[src/rtl/spi_pkt_fifo.sv]
// Packet FIFO between regwrap strobes and the SPI status bits: program a length,
// fill exactly that many words, drain them, then re-arm on the next write.
module spi_pkt_fifo #(
  parameter int DATA_W = 8,
  parameter int DEPTH  = 16,
  parameter int LEN_W  = 8
) (
  input  logic              clk,
  input  logic              reset,
  input  logic              input_en,
  input  logic [DATA_W-1:0] data_in,
  input  logic              output_en,
  output logic [DATA_W-1:0] data_out,
  input  logic              length_input_en,
  input  logic [LEN_W-1:0]  length_in,
  output logic [LEN_W-1:0]  length_out,
  input  logic              clear,
  output logic [LEN_W-1:0]  level,
  output logic              empty,
  output logic              full,
  output logic              read_complete,
  output logic              overflow,
  output logic              underflow,
  output logic              length_err
);

  localparam int PTR_W = (DEPTH > 1) ? $clog2(DEPTH) : 1;
  localparam logic [PTR_W-1:0] PTR_LAST = PTR_W'(DEPTH - 1);
  localparam logic [LEN_W-1:0] DEPTH_L  = LEN_W'(DEPTH);

  typedef enum logic [2:0] {S_IDLE, S_FILL, S_FULL, S_DRAIN, S_DONE} state_t;

  state_t             state_q, state_d;
  logic [PTR_W-1:0]   wr_ptr_q, wr_ptr_d, rd_ptr_q, rd_ptr_d;
  logic [LEN_W-1:0]   level_q, level_d, length_q, length_d, rd_count_q, rd_count_d;
  logic               overflow_q, overflow_d, underflow_q, underflow_d;
  logic               length_err_q, length_err_d;
  logic               wr_en;
  logic [DATA_W-1:0]  mem [DEPTH];

  // DEPTH need not be a power of two, so wrap explicitly.
  function automatic logic [PTR_W-1:0] ptr_inc(input logic [PTR_W-1:0] p);
    return (p == PTR_LAST) ? '0 : p + PTR_W'(1);
  endfunction

  always_comb begin
    state_d      = state_q;
    wr_ptr_d     = wr_ptr_q;
    rd_ptr_d     = rd_ptr_q;
    level_d      = level_q;
    length_d     = length_q;
    rd_count_d   = rd_count_q;
    overflow_d   = overflow_q;
    underflow_d  = underflow_q;
    length_err_d = length_err_q;
    wr_en        = 1'b0;
    if (clear) begin
      state_d      = S_IDLE;
      wr_ptr_d     = '0;
      rd_ptr_d     = '0;
      level_d      = '0;
      length_d     = '0;
      rd_count_d   = '0;
      overflow_d   = 1'b0;
      underflow_d  = 1'b0;
      length_err_d = 1'b0;
    end else if (length_input_en) begin
      // Data strobes in the same cycle are ignored whether or not the length is legal.
      if (length_in != '0 && length_in <= DEPTH_L) begin
        length_d   = length_in;
        wr_ptr_d   = '0;
        rd_ptr_d   = '0;
        level_d    = '0;
        rd_count_d = '0;
        state_d    = S_FILL;
      end else begin
        length_err_d = 1'b1;
      end
    end else begin
      case (state_q)
        S_IDLE: begin
          if (input_en)  overflow_d  = 1'b1;
          if (output_en) underflow_d = 1'b1;
        end
        S_FILL: begin
          if (input_en) begin
            wr_en    = 1'b1;
            wr_ptr_d = ptr_inc(wr_ptr_q);
            level_d  = level_q + LEN_W'(1);
            if (level_d == length_q) state_d = S_FULL;
          end
          if (output_en) underflow_d = 1'b1;
        end
        S_FULL: begin
          if (input_en) overflow_d = 1'b1;
          if (output_en) begin
            rd_ptr_d   = ptr_inc(rd_ptr_q);
            level_d    = level_q - LEN_W'(1);
            rd_count_d = LEN_W'(1);
            state_d    = (length_q == LEN_W'(1)) ? S_DONE : S_DRAIN;
          end
        end
        S_DRAIN: begin
          if (input_en) overflow_d = 1'b1;
          if (output_en) begin
            rd_ptr_d   = ptr_inc(rd_ptr_q);
            level_d    = level_q - LEN_W'(1);
            rd_count_d = rd_count_q + LEN_W'(1);
            if (rd_count_d == length_q) state_d = S_DONE;
          end
        end
        S_DONE: begin
          // After a full drain rd_ptr == wr_ptr, so the re-armed packet continues in place.
          if (input_en) begin
            wr_en    = 1'b1;
            wr_ptr_d = ptr_inc(wr_ptr_q);
            level_d  = LEN_W'(1);
            state_d  = (length_q == LEN_W'(1)) ? S_FULL : S_FILL;
          end
          if (output_en) underflow_d = 1'b1;
        end
        default: state_d = S_IDLE;
      endcase
    end
  end

  always_ff @(posedge clk) begin
    if (reset) begin
      state_q      <= S_IDLE;
      wr_ptr_q     <= '0;
      rd_ptr_q     <= '0;
      level_q      <= '0;
      length_q     <= '0;
      rd_count_q   <= '0;
      overflow_q   <= 1'b0;
      underflow_q  <= 1'b0;
      length_err_q <= 1'b0;
    end else begin
      state_q      <= state_d;
      wr_ptr_q     <= wr_ptr_d;
      rd_ptr_q     <= rd_ptr_d;
      level_q      <= level_d;
      length_q     <= length_d;
      rd_count_q   <= rd_count_d;
      overflow_q   <= overflow_d;
      underflow_q  <= underflow_d;
      length_err_q <= length_err_d;
    end
  end

  always_ff @(posedge clk) begin
    if (wr_en) mem[wr_ptr_q] <= data_in;
  end

  assign data_out      = (level_q != '0) ? mem[rd_ptr_q] : '0;
  assign length_out    = length_q;
  assign level         = level_q;
  assign empty         = (level_q == '0);
  assign full          = (state_q == S_FULL);
  assign read_complete = (state_q == S_DONE);
  assign overflow      = overflow_q;
  assign underflow     = underflow_q;
  assign length_err    = length_err_q;

endmodule

[config.mk]
export PLATFORM = sky130hd
export DESIGN_NAME = spi_pkt_fifo
export DESIGN_NICKNAME = d
export VERILOG_FILES = /design/src/rtl/spi_pkt_fifo.sv
export SDC_FILE = /design/constraint.sdc
export NUM_CORES = 1
export LEC_CHECK = 0
export BUFFER_PORTS_ARGS = -buffer_cell sky130_fd_sc_hd__buf_4
export CAP_MARGIN = 15
export CELL_PAD_IN_SITES_DETAIL_PLACEMENT = 1
export CELL_PAD_IN_SITES_GLOBAL_PLACEMENT = 1
export CORE_ASPECT_RATIO = 1.75
export CORE_MARGIN = 2
export CORE_UTILIZATION = 30
export CTS_BUF_LIST = sky130_fd_sc_hd__clkbuf_8
export CTS_CLUSTER_SIZE = 24
export DETAILED_ROUTE_END_ITERATION = 8
export PLACE_DENSITY = 0.63
export SLEW_MARGIN = 30
export SYNTH_ARGS = -nofsm -noshare
export SYNTH_HDL_FRONTEND = slang
export SYNTH_SLANG_ARGS = --single-unit
[constraint.sdc]
create_clock -name clk -period 2.5 [get_ports clk]
set_clock_uncertainty 0.05 [all_clocks]
set_input_delay 0.375 -clock clk [delete_from_list [all_inputs] [get_ports clk]]
set_output_delay 0.375 -clock clk [all_outputs]
set_load 0.05 [all_outputs]
# After elaboration in Yosys (flattened, before gate mapping)
# Memories as Yosys holds them, arrays and structs flattened. A register that Yosys moved wholly into a read port is not among the register bits.
# Index checks and enable logic that the tools add are counted.
dict set report totals {
  out_inout_bits 30
  memories 1
  latch_bits 0
  regBits 38
  rom_bits 0
  ram_bits 128
}
dict set report classes {
  n_div 0
  multipliers 0
  n_lt_le_gt_ge 1
  eq_ne 18
  bitwise_logic 2
  addsub 5
  n_reduce_logical 25
  muxes 39
  shifts 0
}
# memory words width read_ports rd_ports_with_merged_regs wr line_no
set memory_table {}
lappend memory_table {mem 16 8 1 1 1 39} ;# logic [DATA_W-1:0] mem [DEPTH];
# op n
set op_table {}
lappend op_table {{$mux W8} 9}
lappend op_table {{$mux W4} 11}
lappend op_table {{$mux W3} 9}
lappend op_table {{$pmux W8 S3} 1}
lappend op_table {{$ne A3 B3 Y1 const B} 6}
lappend op_table {{$add A8 B1 Y8 const B} 2}
lappend op_table {{$eq A8 B8 Y1} 2}
lappend op_table {{$pmux W8 S2} 1}
lappend op_table {{$reduce_bool A8 Y1} 2}
lappend op_table {{$pmux W3 S5} 1}
lappend op_table {{$reduce_and A3 Y1} 4}
lappend op_table {{$add A4 B1 Y4 const B} 2}
lappend op_table {{$eq A4 B4 Y1 const B} 2}
lappend op_table {{$eq A8 B1 Y1 const B} 1}
lappend op_table {{$le A8 B5 Y1 const B} 1}
lappend op_table {{$logic_not A8 Y1} 1}
lappend op_table {{$reduce_and A8 Y1} 1}
lappend op_table {{$reduce_bool A2 Y1} 4}
lappend op_table {{$sub A8 B1 Y8 const B} 1}
lappend op_table {{$eq A3 B2 Y1 const B} 2}
lappend op_table {{$mux W1} 6}
lappend op_table {{$reduce_or A2 Y1} 3}
lappend op_table {{$reduce_or A3 Y1} 2}
lappend op_table {{$reduce_and A5 Y1} 1}
lappend op_table {{13 further kinds} 15}

# Depth between registers and ports, before layout
dict set report depth {
  depth_word 7
  depth_mapped 9
  ltp_nobuf 8
}

# Worst setup path after synthesis
# Ideal clock, no wire load.
dict set report synth_path {
  kind {register to output}
  startpoint {register level_q[5], in the netlist level[5]}
  endpoint {output data_out[0]}
  n_path_buf 1
  t_arrival_ps 3373
  slack_ps -1298
  path_stages_with_launch 6
  path_cell_list {dfxtp_1 -> clkbuf_1 -> nor4_1 -> nand2b_1 -> nor3b_1 -> nor2b_1}
}
dict set report synth_between {
  elab_chain_cells 2
}
# element line_no
set synth_rtl {}
lappend synth_rtl {{start: declaration} 35} ;# logic [LEN_W-1:0] level_q, level_d, length_q, length_d, rd_count_q, rd_count_d;
lappend synth_rtl {{start signal: assignment} 142} ;# level_q <= level_d;
lappend synth_rtl {{$reduce_bool A8 Y1} 155} ;# assign data_out = (level_q != '0) ? mem[rd_ptr_q] : '0;
lappend synth_rtl {{$mux W8} 155}
lappend synth_rtl {{end: declaration} 13} ;# output logic [DATA_W-1:0] data_out,
# Every way passes these cells.

==> flow_summary.ini <==
[detailed_routing]
top_layer_used = met4
drc = 0
met1_length_um = 7570
routed_via_density = 5.19
wirelength_um = 21000
drt-wirelength-per-cell_um = 22.1
wl_met3_um = 687
dr.first_iter.drc_count = 344
firstDrtPassIters = 4
dr_wl_met2_um = 12100
route.vias.total = 4939
ant_nets = 0

[layout]
final_core_util_pct = 37.0
final_nets = 655
area_delta_synth_final_pct = 21.1
drive_gt1_share_pct = 28.9
fillers = 2624
final_cells = 951

[grt]
grt_util_all_layers_pct = 16.7
antenna_found_initial = 2
grt-ovfl-total = 0
grt_max_degree = 33
grt_pass1_vias = 5449
grt_pass1_wl_um = 32100

[setup_path]
ff2ff_path_depth = 7
crit_fanout = 5
crit_type = reg -> out
cp-end-kind = primary output
crit_arrival_ps = 2390
startpoint_type = flip-flop
crit_slowest_cell = mux4_2
cp_top_family = multiplexers
crit_buf_inv = 3
crit_required_ps = 2080
path_cells = buf_12 -> buf_16 -> mux4_2 -> mux4_2 -> nor2b_4 -> buf_6
cp.depth = 6
max_stage_delay_ps = 500
crit_top_cell = mux4_2

[placed_design]
dp_hpwl_um = 14900
gp_routability_congestion = 0.824
port_buffers = 51
placed_cells = 909

[sta]
hold_viol = 0
slew_headroom_pct = 52.7
drv_slew = 0
worstMarginPinSlew_ps = 707
final.min_clock_period_ps = 2810
fmax_ghz = 0.356
fin_crit_sh_pct = 112
final.setup.worst_slack_ps = -310
fin_setup_tns_ps = -2180
report.final.setup_viol = 8
whs_ps = 121
rsz0062_at_grt = yes

[hold_path]
holdCritPathClass = in -> reg
hold_depth = 3

[yosys]
synth-edff-count = 128
netlist_instances = 544
async_flop_share_pct = 0
yosysMostFrequentCell = edfxtp_1
synth_area_um2 = 7550
yosys_warnings = 0
yosysUniqueCellTypes = 56
synth_commonest_cells = edfxtp_1 (128), nor2_1 (45), dfxtp_1 (42)
synth_area_leaders = edfxtp_1 (51%), mux4_2 (12%), dfxtp_1 (11%)
ys_seq_area_share_pct = 62.1
synth-seq-cells = 170
yosys.area.top_type = edfxtp_1
synth_top_area_share_pct = 50.9
syn-num-nets = 575
syn_avg_cell_area_um2 = 13.9
ys.flop_type = edfxtp_1

[floorplanning]
die-area_um2 = 26500
rows = 76
ios = 52
core_area_um2 = 24700
die_width_um = 124
initial_core_util_pct = 30.5
die_y_um = 214

[cts]
clk_pin_slew_ps = 90
cts-root-buf = clkbuf_8
cts_hold_buf = 0
cts_tree = yes
clk_latency_ps = 450
htree_num_levels = 4
cts_buffers = 17
cts_buffer_depth = 2
cts.sinks = 170

[power]
leakagePower_nw = 3.10
ir_worst_vdd_uv = 256
power.density_nw_per_um2 = 544
total_power_mw = 4.98

[outcome]
status = complete, but fails checks
violations = negative setup slack

[run]
drv_cap = 0
worst reg2reg max path: cells and delay by family, from the launching register on:
| family | cells | cell delay [ps] |
|---|---|---|
| AND/OR/NAND/NOR | 1 | 180 |
| AO/OA/AOI/OAI | 4 | 1270 |
| flip-flops | 1 | 330 |
| adder cells (fa/ha/maj) | 1 | 260 |
| multiplexers | 1 | 150 |
cell type report:
| cell class | count | area, µm² | area share, % |
|---|---|---|---|
| timing repair buffer | 93 | 875 | 9.57 |
| clock buffer | 17 | 234 | 2.56 |
| inverter | 7 | 26.3 | 0.288 |
| sequential | 170 | 4700 | 51.5 |
| antenna | 2 | 5.00 | 0.0548 |
| multi-input combinational | 335 | 2780 | 30.4 |
| clock inverter | 15 | 125 | 1.37 |
| tap | 312 | 390 | 4.27 |
through the flow:
stage | area (µm²) | setup WS (ps)
after detailed placement | 8560 | 42.4
final | 9140 | -310
after global routing | 9140 | -387
after global placement | 8560 | 114
after floorplan | 7660 | -77.3
after CTS | 9120 | -341
where the power goes:
part	internal [mW]	switching (mW)	total, mW
Combinational	0.0415	0.0790	0.120
Sequential	3.02	0.00212	3.02
Clock	0.792	1.04	1.83
Total	3.86	1.12	4.98
placed cells by master, fill, tap and decap left out, drive strengths merged, types with 5 or more instances in the layout:
master / n
edfxtp: 128
buf: 93
nor2: 45
dfxtp: 42
mux4: 40
nand2: 39
a21oi: 37
nand3: 19
clkbuf: 17
xnor2: 14
inv: 14
o21ai: 14
nor3: 11
nor2b: 11
xor2: 10
ha: 9
mux2i: 8
and3: 7
nor4: 6
clkinv: 6
nand4: 5
or3: 5
a21o: 5
what timing repair did:
action | 4_1_cts | 5_1_grt
hold endpoints to repair | 0 | 0
buffers inserted | 5 | 0
setup endpoints to repair | 9 | 9
gates resized for setup | 21 | 5
gates cloned | 3 | 0
pin swaps | 2 | 2
metal layers:
layer / track usage (%) / vias to the layer above
met4: 7.59 / 0
met3: 3.03 / 42
met2: 31.9 / 122
met1: 17.4 / 2522
li1: - / 2253
met5: 0 / -
cell families (layout without fill, tap and decap cells):
group	after synthesis	after routing	synth area share (%)
flops	170	170	62.1
buf+inv	39	132	2.25
xor+xnor	24	24	2.78
mux	50	50	13.3
simple gates	167	167	11.0
fa+ha+maj	10	10	1.62
compound gates	84	84	7.01
other cells	0	2	0
path summary, 6_finish.rpt:
path                       from  slack (ps)       endpoint
setup / recovery      flip-flop        -310    data_out[4]
hold / removal     length_in[0]         120  length_out[0]
setup reg to reg  rd_count_q[0]         150     state_q[0]
hold reg to reg       underflow         440      underflow
registers in the layout, summed over array words and instances, names as in the netlist, named ones only:
register,cells
overflow,1
length_out,8
wr_ptr_q,4
state_q,3
length_err,1
mem,128
rd_count_q,8
underflow,1
rd_ptr_q,4
level,8
No activity file was read; power rests on OpenSTA's default activity.
